[config.mk]
export PLATFORM = sky130hd
export DESIGN_NAME = uart_intr_ctrl
export DESIGN_NICKNAME = d
export VERILOG_FILES = /design/src/rtl/uart_pkg.sv /design/src/rtl/uart_rx_timeout.sv /design/src/rtl/uart_intr_ctrl.sv
export SDC_FILE = /design/constraint.sdc
export NUM_CORES = 1
export LEC_CHECK = 0
export BUFFER_PORTS_ARGS = -buffer_cell sky130_fd_sc_hd__buf_2
export CAP_MARGIN = 10
export CORE_UTILIZATION = 56
export CTS_BUF_LIST = sky130_fd_sc_hd__clkbuf_8
export DETAILED_ROUTE_END_ITERATION = 10
export PLACE_DENSITY_LB_ADDON = 0.12
export RECOVER_POWER = 25
export SLEW_MARGIN = 10
export SYNTH_ARGS = -nofsm -noshare
export SYNTH_HDL_FRONTEND = slang
export SYNTH_HIERARCHICAL = 1
export SYNTH_SLANG_ARGS = --single-unit
[constraint.sdc]
create_clock -name clk -period 5.7 [get_ports clk]
set_clock_uncertainty 0.2 [all_clocks]
set_input_delay 0.285 -clock clk [delete_from_list [all_inputs] [get_ports clk]]
set_output_delay 0.285 -clock clk [all_outputs]
set_load 0.01 [all_outputs]
[src/rtl/uart_pkg.sv]
// Shared UART definitions: register map, IIR interrupt ids, IER layout and
// the serial frame-length helper.
package uart_pkg;

    // CPU-visible register offsets (DLAB=0 view)
    typedef enum logic [2:0] {
        CSR_RBR_THR = 3'b000,
        CSR_IER     = 3'b001,
        CSR_IIR_FCR = 3'b010,
        CSR_LCR     = 3'b011,
        CSR_MCR     = 3'b100,
        CSR_LSR     = 3'b101,
        CSR_MSR     = 3'b110,
        CSR_SCR     = 3'b111
    } csr_t;

    // Interrupt identification codes reported in IIR[3:1]
    typedef enum logic [2:0] {
        IIR_MSR  = 3'b000,
        IIR_THRE = 3'b001,
        IIR_RDA  = 3'b010,
        IIR_RLS  = 3'b011,
        IIR_CTI  = 3'b110
    } iir_id_t;

    // Interrupt enable register, MSB first
    typedef struct packed {
        logic edssi;
        logic elsi;
        logic etbei;
        logic erbfi;
    } ier_t;

    // Total bits per character: start + data + parity + stop(s), 7..12
    function automatic logic [3:0] frame_bits(input logic [1:0] wls,
                                              input logic       stb,
                                              input logic       pen);
        return 4'd6 + {2'b00, wls} + {3'b000, pen} + (stb ? 4'd2 : 4'd1);
    endfunction

endpackage

[src/rtl/uart_rx_timeout.sv]
// Character-timeout counter: counts baud ticks of RX inactivity while the
// RX FIFO holds data and flags the tick on which the timeout is reached.
module uart_rx_timeout #(
    parameter int unsigned TIMEOUT_CHARS = 4,
    parameter int unsigned TICKS_PER_BIT = 16
) (
    input  logic       clk,
    input  logic       rst,
    input  logic       rx_push_i,
    input  logic       rx_pop_i,
    input  logic [4:0] rx_count_i,
    input  logic       baud_tick,
    input  logic [3:0] frame_bits_i,
    output logic       timeout_o
);
    import uart_pkg::*;

    localparam int unsigned CHAR_TICKS = TIMEOUT_CHARS * TICKS_PER_BIT;
    localparam int unsigned MAX_LIMIT  = CHAR_TICKS * 12;
    localparam int unsigned CW         = $clog2(MAX_LIMIT + 1);

    logic [CW-1:0] count_q, count_d;
    logic          reload;
    logic [31:0]   limit_m1;

    // Next count and timeout detection; limit follows the live frame format,
    // and >= keeps a mid-count format shrink from skipping past the limit
    always_comb begin
        reload    = rx_push_i || rx_pop_i || (rx_count_i == 5'd0);
        limit_m1  = CHAR_TICKS * 32'(frame_bits_i) - 32'd1;
        count_d   = count_q;
        if (reload) begin
            count_d = '0;
        end else if (baud_tick && (count_q != '1)) begin
            count_d = count_q + CW'(1);
        end
        timeout_o = baud_tick && !reload && (32'(count_q) >= limit_m1);
    end

    // Counter register with synchronous reset
    always_ff @(posedge clk) begin
        if (rst) begin
            count_q <= '0;
        end else begin
            count_q <= count_d;
        end
    end

endmodule

[src/rtl/uart_intr_ctrl.sv]
// UART interrupt controller: IER register, pending-interrupt flags, priority
// encoding into IIR and the interrupt request output.
module uart_intr_ctrl #(
    parameter int unsigned TIMEOUT_CHARS = 4,
    parameter int unsigned TICKS_PER_BIT = 16
) (
    input  logic       clk,
    input  logic       rst,
    input  logic       wr_i,
    input  logic       rd_i,
    input  logic [2:0] addr_i,
    input  logic [7:0] din_i,
    input  logic       dlab_i,
    input  logic [1:0] wls_i,
    input  logic       stb_i,
    input  logic       pen_i,
    input  logic       fifo_ena_i,
    input  logic [4:0] rx_count_i,
    input  logic [3:0] rx_threshold_i,
    input  logic       rx_push_i,
    input  logic       rx_pop_i,
    input  logic       tx_empty_i,
    input  logic       lsr_err_i,
    input  logic       msr_delta_i,
    input  logic       baud_tick,
    output logic [3:0] ier_o,
    output logic [7:0] iir_o,
    output logic       irq_o
);
    import uart_pkg::*;

    ier_t    ier_q, ier_d;
    logic    rls_q, rls_d;
    logic    thre_q, thre_d;
    logic    msr_q, msr_d;
    logic    cti_q, cti_d;
    logic    tx_empty_q;

    logic    ier_wr, thr_wr, lsr_rd, iir_rd, msr_rd;
    logic    rda, any;
    logic    timeout_hit;
    logic    thre_set, thre_clr;
    logic [4:0] thr_eff;
    iir_id_t id;
    logic    unused_din;

    assign unused_din = ^din_i[7:4];

    uart_rx_timeout #(
        .TIMEOUT_CHARS(TIMEOUT_CHARS),
        .TICKS_PER_BIT(TICKS_PER_BIT)
    ) u_timeout (
        .clk          (clk),
        .rst          (rst),
        .rx_push_i    (rx_push_i),
        .rx_pop_i     (rx_pop_i),
        .rx_count_i   (rx_count_i),
        .baud_tick    (baud_tick),
        .frame_bits_i (frame_bits(wls_i, stb_i, pen_i)),
        .timeout_o    (timeout_hit)
    );

    // Access decode and prioritised interrupt identification
    always_comb begin
        ier_wr  = wr_i && !dlab_i && (csr_t'(addr_i) == CSR_IER);
        thr_wr  = wr_i && !dlab_i && (csr_t'(addr_i) == CSR_RBR_THR);
        lsr_rd  = rd_i && (csr_t'(addr_i) == CSR_LSR);
        iir_rd  = rd_i && (csr_t'(addr_i) == CSR_IIR_FCR);
        msr_rd  = rd_i && (csr_t'(addr_i) == CSR_MSR);

        thr_eff = (rx_threshold_i == 4'd0) ? 5'd1 : {1'b0, rx_threshold_i};
        rda     = ier_q.erbfi && (rx_count_i >= thr_eff);

        any = 1'b1;
        if (rls_q && ier_q.elsi) begin
            id = IIR_RLS;
        end else if (rda) begin
            id = IIR_RDA;
        end else if (cti_q && ier_q.erbfi) begin
            id = IIR_CTI;
        end else if (thre_q && ier_q.etbei) begin
            id = IIR_THRE;
        end else if (msr_q && ier_q.edssi) begin
            id = IIR_MSR;
        end else begin
            id  = IIR_MSR;
            any = 1'b0;
        end
    end

    assign iir_o = {(fifo_ena_i ? 2'b11 : 2'b00), 2'b00, id, ~any};
    assign irq_o = ~iir_o[0];
    assign ier_o = ier_q;

    // Pending-flag and IER next state; a set beats a simultaneous clear
    always_comb begin
        ier_d    = ier_wr ? ier_t'(din_i[3:0]) : ier_q;
        rls_d    = lsr_err_i   ? 1'b1 : (lsr_rd ? 1'b0 : rls_q);
        msr_d    = msr_delta_i ? 1'b1 : (msr_rd ? 1'b0 : msr_q);
        thre_set = (tx_empty_i && !tx_empty_q) || (ier_wr && din_i[1] && tx_empty_i);
        thre_clr = thr_wr || (iir_rd && (iir_o[3:1] == IIR_THRE));
        thre_d   = thre_set ? 1'b1 : (thre_clr ? 1'b0 : thre_q);
        cti_d    = timeout_hit ? 1'b1
                 : ((rx_pop_i || (rx_count_i == 5'd0)) ? 1'b0 : cti_q);
    end

    // State registers; reset overrides every simultaneous set or write
    always_ff @(posedge clk) begin
        if (rst) begin
            ier_q      <= '0;
            rls_q      <= 1'b0;
            thre_q     <= 1'b0;
            msr_q      <= 1'b0;
            cti_q      <= 1'b0;
            tx_empty_q <= 1'b1;
        end else begin
            ier_q      <= ier_d;
            rls_q      <= rls_d;
            thre_q     <= thre_d;
            msr_q      <= msr_d;
            cti_q      <= cti_d;
            tx_empty_q <= tx_empty_i;
        end
    end

endmodule

**After elaboration in Yosys (flattened, before gate mapping)**

Cells that the tools add are included.

- Magnitude comparators: 2
- Muxes and demuxes: 20
- Add/sub/neg operators: 5
- Divide/modulo/power cells: 0
- Equal/unequal tests: 6
- Bitwise logic cells: 1
- $mul: 0
- Reductions and logical operators: 34
- Shift-type cells: 0

Operator list:

| kind | number |
|---|---|
| $ge A10 B32 Y1 | 1 |
| $logic_and A1 B1 Y1 | 18 |
| $mux W1 | 14 |
| $sub A10 B1 Y11 const B | 1 |
| $add A10 B1 Y10 const B | 1 |
| $ne A10 B10 Y1 const B | 1 |
| $mux W3 | 3 |
| $reduce_bool A2 Y1 | 4 |
| $eq A3 B1 Y1 const B | 2 |
| $eq A3 B3 Y1 const B | 2 |
| $ge A5 B4 Y1 | 1 |
| $logic_not A5 Y1 | 1 |
| $logic_or A1 B1 Y1 | 5 |
| $add A3 B2 Y4 const A | 1 |
| $add A4 B1 Y4 | 1 |
| $add A4 B2 Y4 | 1 |
| $logic_not A4 Y1 | 1 |
| $mux W2 | 2 |
| $mux W4 | 1 |
| $eq A3 B2 Y1 const B | 1 |
| $logic_not A1 Y1 | 3 |
| $logic_not A3 Y1 | 1 |
| $reduce_or A2 Y1 | 1 |
| $not A1 Y1 | 1 |

- Memories: 0
- Bits in latches: 0
- ROM bits: 0
- Output and inout port bits: 13
- Logic and storage cells: 78
- RAM bits: 0
- Flip-flop bits (word level): 19

**Longest topological paths before layout**

- Depth in word-level cells: 11
- Depth in mapped cells: 14
- Depth with buffers taken out: 14

**Cells and area by module**

The synthesis kept the hierarchy.

Modules (own cells, without submodules):

| module | cells each | instances | seq. area each (um^2) | area an instance (um^2) |
|---|---|---|---|---|
| uart_rx_timeout | 76 | 1 | 200.2 | 714.4 |
| uart_intr_ctrl | 88 | 1 | 180.2 | 710.7 |

**Worst setup path after synthesis**

No wires, ideal clock.

- Path type: input -> register
- From: in stb_i
- To: reg cti_q
- Required time: 5.373 ns
- Stages on the path: 12
- Slack: 3.278 ns
- Buffers on the path: 0
- Arrival: 2.095 ns
- Path through: inv_1 fa_1 ha_1 inv_1 ha_1 ha_1 a21oi_1 o21ai_0 nand3_1 a21boi_0 a31oi_1 nor2_1

- Word-level cells in the longest chain between the ends: 6
- Elaborated cells on any way between the ends: 7
- Classes of those cells: add/sub: 2; order compare: 1; mux: 2; reduce/logical: 2

Ends and longest elaborated chain:

| item | line | source |
|---|---|---|
| start: declaration | uart_intr_ctrl.sv:15 | `input logic stb_i,` |
| $mux W2 | uart_pkg.sv:38 | `return 4'd6 + {2'b00, wls} + {3'b000, pen} + (stb ? 4'd2 : 4'd1);` |
| $add A4 B2 Y4 | uart_pkg.sv:38 |  |
| $sub A10 B1 Y11 | uart_rx_timeout.sv:30 | `limit_m1 = CHAR_TICKS * 32'(frame_bits_i) - 32'd1;` |
| $ge A10 B32 Y1 | uart_rx_timeout.sv:37 | `timeout_o = baud_tick && !reload && (32'(count_q) >= limit_m1);` |
| $logic_and A1 B1 Y1 | uart_rx_timeout.sv:37 |  |
| $mux W1 | uart_intr_ctrl.sv:103 | `cti_d = timeout_hit ? 1'b1` |
| net cti_d | uart_intr_ctrl.sv:36 | `logic cti_q, cti_d;` |
| end signal: assignment | uart_intr_ctrl.sv:121 | `cti_q <= cti_d;` |
| end: declaration | uart_intr_ctrl.sv:36 |  |

The timed path passes the listed nets, and every way through them passes these cells.
A chain may end at the register's enable or synchronous reset.

**Final worst setup path**

- From: in wls_i[0]
- To: reg cti_q

- Word-level cells in the longest chain between the ends: 7
- Elaborated cells on any way between the ends: 8
- Classes of those cells: add/sub: 4; order compare: 1; mux: 1; reduce/logical: 2

Ends and longest elaborated chain:

| item | line | source |
|---|---|---|
| start: declaration | uart_intr_ctrl.sv:14 | `input logic [1:0] wls_i,` |
| $add A3 B2 Y4 | uart_pkg.sv:38 |  |
| $add A4 B1 Y4 | uart_pkg.sv:38 |  |
| $add A4 B2 Y4 | uart_pkg.sv:38 |  |
| $sub A10 B1 Y11 | uart_rx_timeout.sv:30 |  |
| $ge A10 B32 Y1 | uart_rx_timeout.sv:37 |  |
| $logic_and A1 B1 Y1 | uart_rx_timeout.sv:37 |  |
| $mux W1 | uart_intr_ctrl.sv:103 |  |
| net cti_d | uart_intr_ctrl.sv:36 |  |

The timed path passes the listed nets, and every way through them passes these cells.

==> flow_summary_export.csv <==
group,metric,value,unit
run_status,outcome,"finished clean",
flow_run,max-cap-violations,0,
cts,cts_repair_resize_count,0,
sta,tightestPinTransition,0.966,ns
logic_synthesis,syn_area,1430,um^2
worst_hold_path,holdCritPathClass,"in2reg",
sta,timing.slew.headroom,0.347,
detailed_routing,route.vias.total,1293,
logic_synthesis,number_of_flops_mapped_to_enable_cells_by_yosys,0,
setup_path,ff2ff_path_depth,5,
detailed_routing,route.antenna.remaining_nets,0,
global_routing,pin_count_of_the_biggest_net_entering_global_routing,12,
setup_path,worst_ep_arrival_time,2.46,ns
setup_path,required_worst_endpoint,5.69,ns
layout,drive_gt1_frac,0.264,
global_routing,grt_overflow,0,
logic_synthesis,synth_seq_area_share,0.267,
logic_synthesis,synth_top_area_frac,0.267,
logic_synthesis,yosys.cell_count.top_type,"sky130_fd_sc_hd__dfxtp_1",
floorplanning,initial_standard_cell_utilization_of_the_core,0.620,
cts,htree_num_levels,1,
logic_synthesis,ys_dominant_reg_cell,"sky130_fd_sc_hd__dfxtp_1",
cts,cts_buffers,3,
floorplanning,boundaryPins,49,
floorplanning,rows,17,
place,place_congestion,0.841,
setup_path,critical_path_class,"in2reg",
global_routing,all_layer_global_routing_usage,0.227,
sta,fmax,405,MHz
sta,slew_violations,0,
setup_path,critPathLaunch,"wls_i[0]",
pwr,worst_ir_drop_vdd,0.000162,V
logic_synthesis,yosysWarningCount,6,
cts,tritoncts,"done",
setup_path,critical_path.endpoint,"cti_q",
cts,cts.root.buffer_cell,"sky130_fd_sc_hd__clkbuf_8",
floorplanning,floorplan.die.height,52.4,um
layout,syn2layout_area_growth,14.8,%
cts,post-cts-setup-buffers,0,
cts,cts_max_path_buffers,2,
layout,antenna_cells,0,
setup_path,crit_path_start_kind,"input port",
sta,grt_setup_unrepaired,"false",
logic_synthesis,ys_ff_latch,19,
logic_synthesis,post_synth_inst_count,164,
sta,fin_setup_tns,0,ns
cts,clock_insertion_delay_worst_skew,0.25,ns
cts,ctsHoldBuffers,0,
logic_synthesis,most_common_library_cells_after_synthesis,"sky130_fd_sc_hd__dfxtp_1 (19), sky130_fd_sc_hd__inv_1 (18), sky130_fd_sc_hd__ha_1 (13), sky130_fd_sc_hd__nand2_1 (13), sky130_fd_sc_hd__nor2_1 (12)",
detailed_routing,drt_wl_total,2850,um
logic_synthesis,synthArstFlopShare,0,
pwr,power_leakage,0.000722,uW
floorplanning,die_area,2750,um^2
detailed_routing,drt_iter0_markers,15,
setup_path,reg2reg_from,"u_timeout/count_q[0]",
sta,minimum_clock_period_after_layout,2.47,ns
setup_path,endpoint_kind_of_the_worst_setup_timing_path,"register",
cts,num_clock_sinks,19,
place,port_buffers,39,
detailed_routing,post-route-drc-count,0,
logic_synthesis,yosys.area.top_type,"sky130_fd_sc_hd__dfxtp_1",
global_routing,grt_pass1_vias,1113,
detailed_routing,routed_vias_inst,5.65,
global_routing,grt_pass1_wl,4740,um
floorplanning,core_area,2300,um^2
logic_synthesis,post_synth_main_area_contributors,"sky130_fd_sc_hd__dfxtp_1 (27%), sky130_fd_sc_hd__ha_1 (11%), sky130_fd_sc_hd__inv_1 (4.7%)",
global_routing,antenna_violations_before_repair,0,
setup_path,r2r-end,"u_timeout/count_q[4]",
logic_synthesis,syn-mean-instance-area,8.69,um^2
setup_path,r2r_setup_slack,3.99,ns
floorplanning,dieWidth,52.4,um
sta,report.final.hold_viol_count,0,
cts,clkSlewWorstSetupHoldPaths,0.07,ns
detailed_routing,drt_first_pass_iters,5,
sta,report.final.setup_viol,0,
pwr,p_total,286,uW
logic_synthesis,synth_cell_types,50,
sta,finalCritPeriodShare,0.434,
setup_path,worst-path-max-fanout,2,
layout,number_of_nets_in_the_finished_design,252,
pwr,power.density,175,nW/um^2
detailed_routing,route.detailed.wl_per_inst,12.4,um
place,place.detailed.hpwl,2290,um
[power breakdown]
part           internal (uW)  switching, uW
combinational           25.8           30.3
clock                   48.5           43.7
sequential               135           2.19
[kinds of logic after synthesis]
kind of cell               after synthesis  share of synthesized area
DFF                                     19                      0.267
muxes                                    3                     0.0211
and+or+nand+nor                         64                      0.277
adders and majority gates               14                      0.128
other                                    1                    0.00263
xor gates and xnor gates                 7                     0.0430
buffers and inverters                   25                     0.0825
AOI/OAI and AO/OA                       31                      0.178
[layout make-up]
class                           instances  area [um^2]
Clock inverter                          1         5.00
Inverter                               18         67.6
Timing Repair Buffer                   39          191
Fill cell                             189          661
Sequential cell                        19          380
Clock buffer                            3         41.3
Multi-Input combinational cell        121          916
Tap cell                               28         35.0
[flip-flops by register name, summed over array words and instances (netlist names)]
signal             cells
rls_q                  1
tx_empty_q             1
cti_q                  1
u_timeout/count_q     10
thre_q                 1
msr_q                  1
ier_o                  4
[worst min path at each step]
stage               startpoint          to  slack (ns)  cells past startpoint
finish              tx_empty_i  tx_empty_q        0.04                      2
global route        tx_empty_i  tx_empty_q        0.04                      2
CTS                 tx_empty_i  tx_empty_q        0.04                      2
detailed placement    ier_o[3]    ier_o[3]        0.27                      2
global placement      ier_o[3]    ier_o[3]        0.26                      2
floorplan           tx_empty_i  tx_empty_q        0.19                      1
[per-stage QoR]
step	utilization	hold slack, ns	cell area [um^2]	setup slack (ns)	cells
floorplan	-	0.192	1430	3.28	165
global placement	0.700	0.259	1610	3.02	225
detailed placement	0.700	0.274	1610	2.98	225
CTS	0.721	0.0405	1660	3.23	229
global route	0.712	0.0390	1640	3.09	229
finish	0.712	0.0445	1640	3.23	229
[worst max-delay path, stage by stage]
cell	delay, ns
sky130_fd_sc_hd__buf_2	0.11
sky130_fd_sc_hd__fa_1	0.41
sky130_fd_sc_hd__ha_1	0.31
sky130_fd_sc_hd__inv_1	0.04
sky130_fd_sc_hd__ha_1	0.28
sky130_fd_sc_hd__ha_1	0.30
sky130_fd_sc_hd__nand4_1	0.09
sky130_fd_sc_hd__o21ai_0	0.21
sky130_fd_sc_hd__nand3_1	0.10
sky130_fd_sc_hd__a21boi_0	0.17
sky130_fd_sc_hd__a31oi_1	0.06
sky130_fd_sc_hd__nor2_1	0.10
[placed cells by master (no fill, tap or decap), types with 4 or more instances in the layout]
cell type and n:
sky130_fd_sc_hd__buf_2 36, sky130_fd_sc_hd__nand2_1 13, sky130_fd_sc_hd__xor2_1 4, sky130_fd_sc_hd__and4_1 4, sky130_fd_sc_hd__dfxtp_1 19, sky130_fd_sc_hd__inv_1 18, sky130_fd_sc_hd__ha_1 13, sky130_fd_sc_hd__a21oi_1 11
sky130_fd_sc_hd__nor2_1 12, sky130_fd_sc_hd__nand3_1 8
[routing by layer]
layer / vias up / wire length (um) / track usage
met5: - / 0 / 0
met2: 41 / 1350 / 0.386
li1: 663 / - / -
met1: 585 / 1360 / 0.296
met4: 0 / 23 / 0.0702
met3: 4 / 123 / 0.0261
Power figures use the tool's default switching activity.
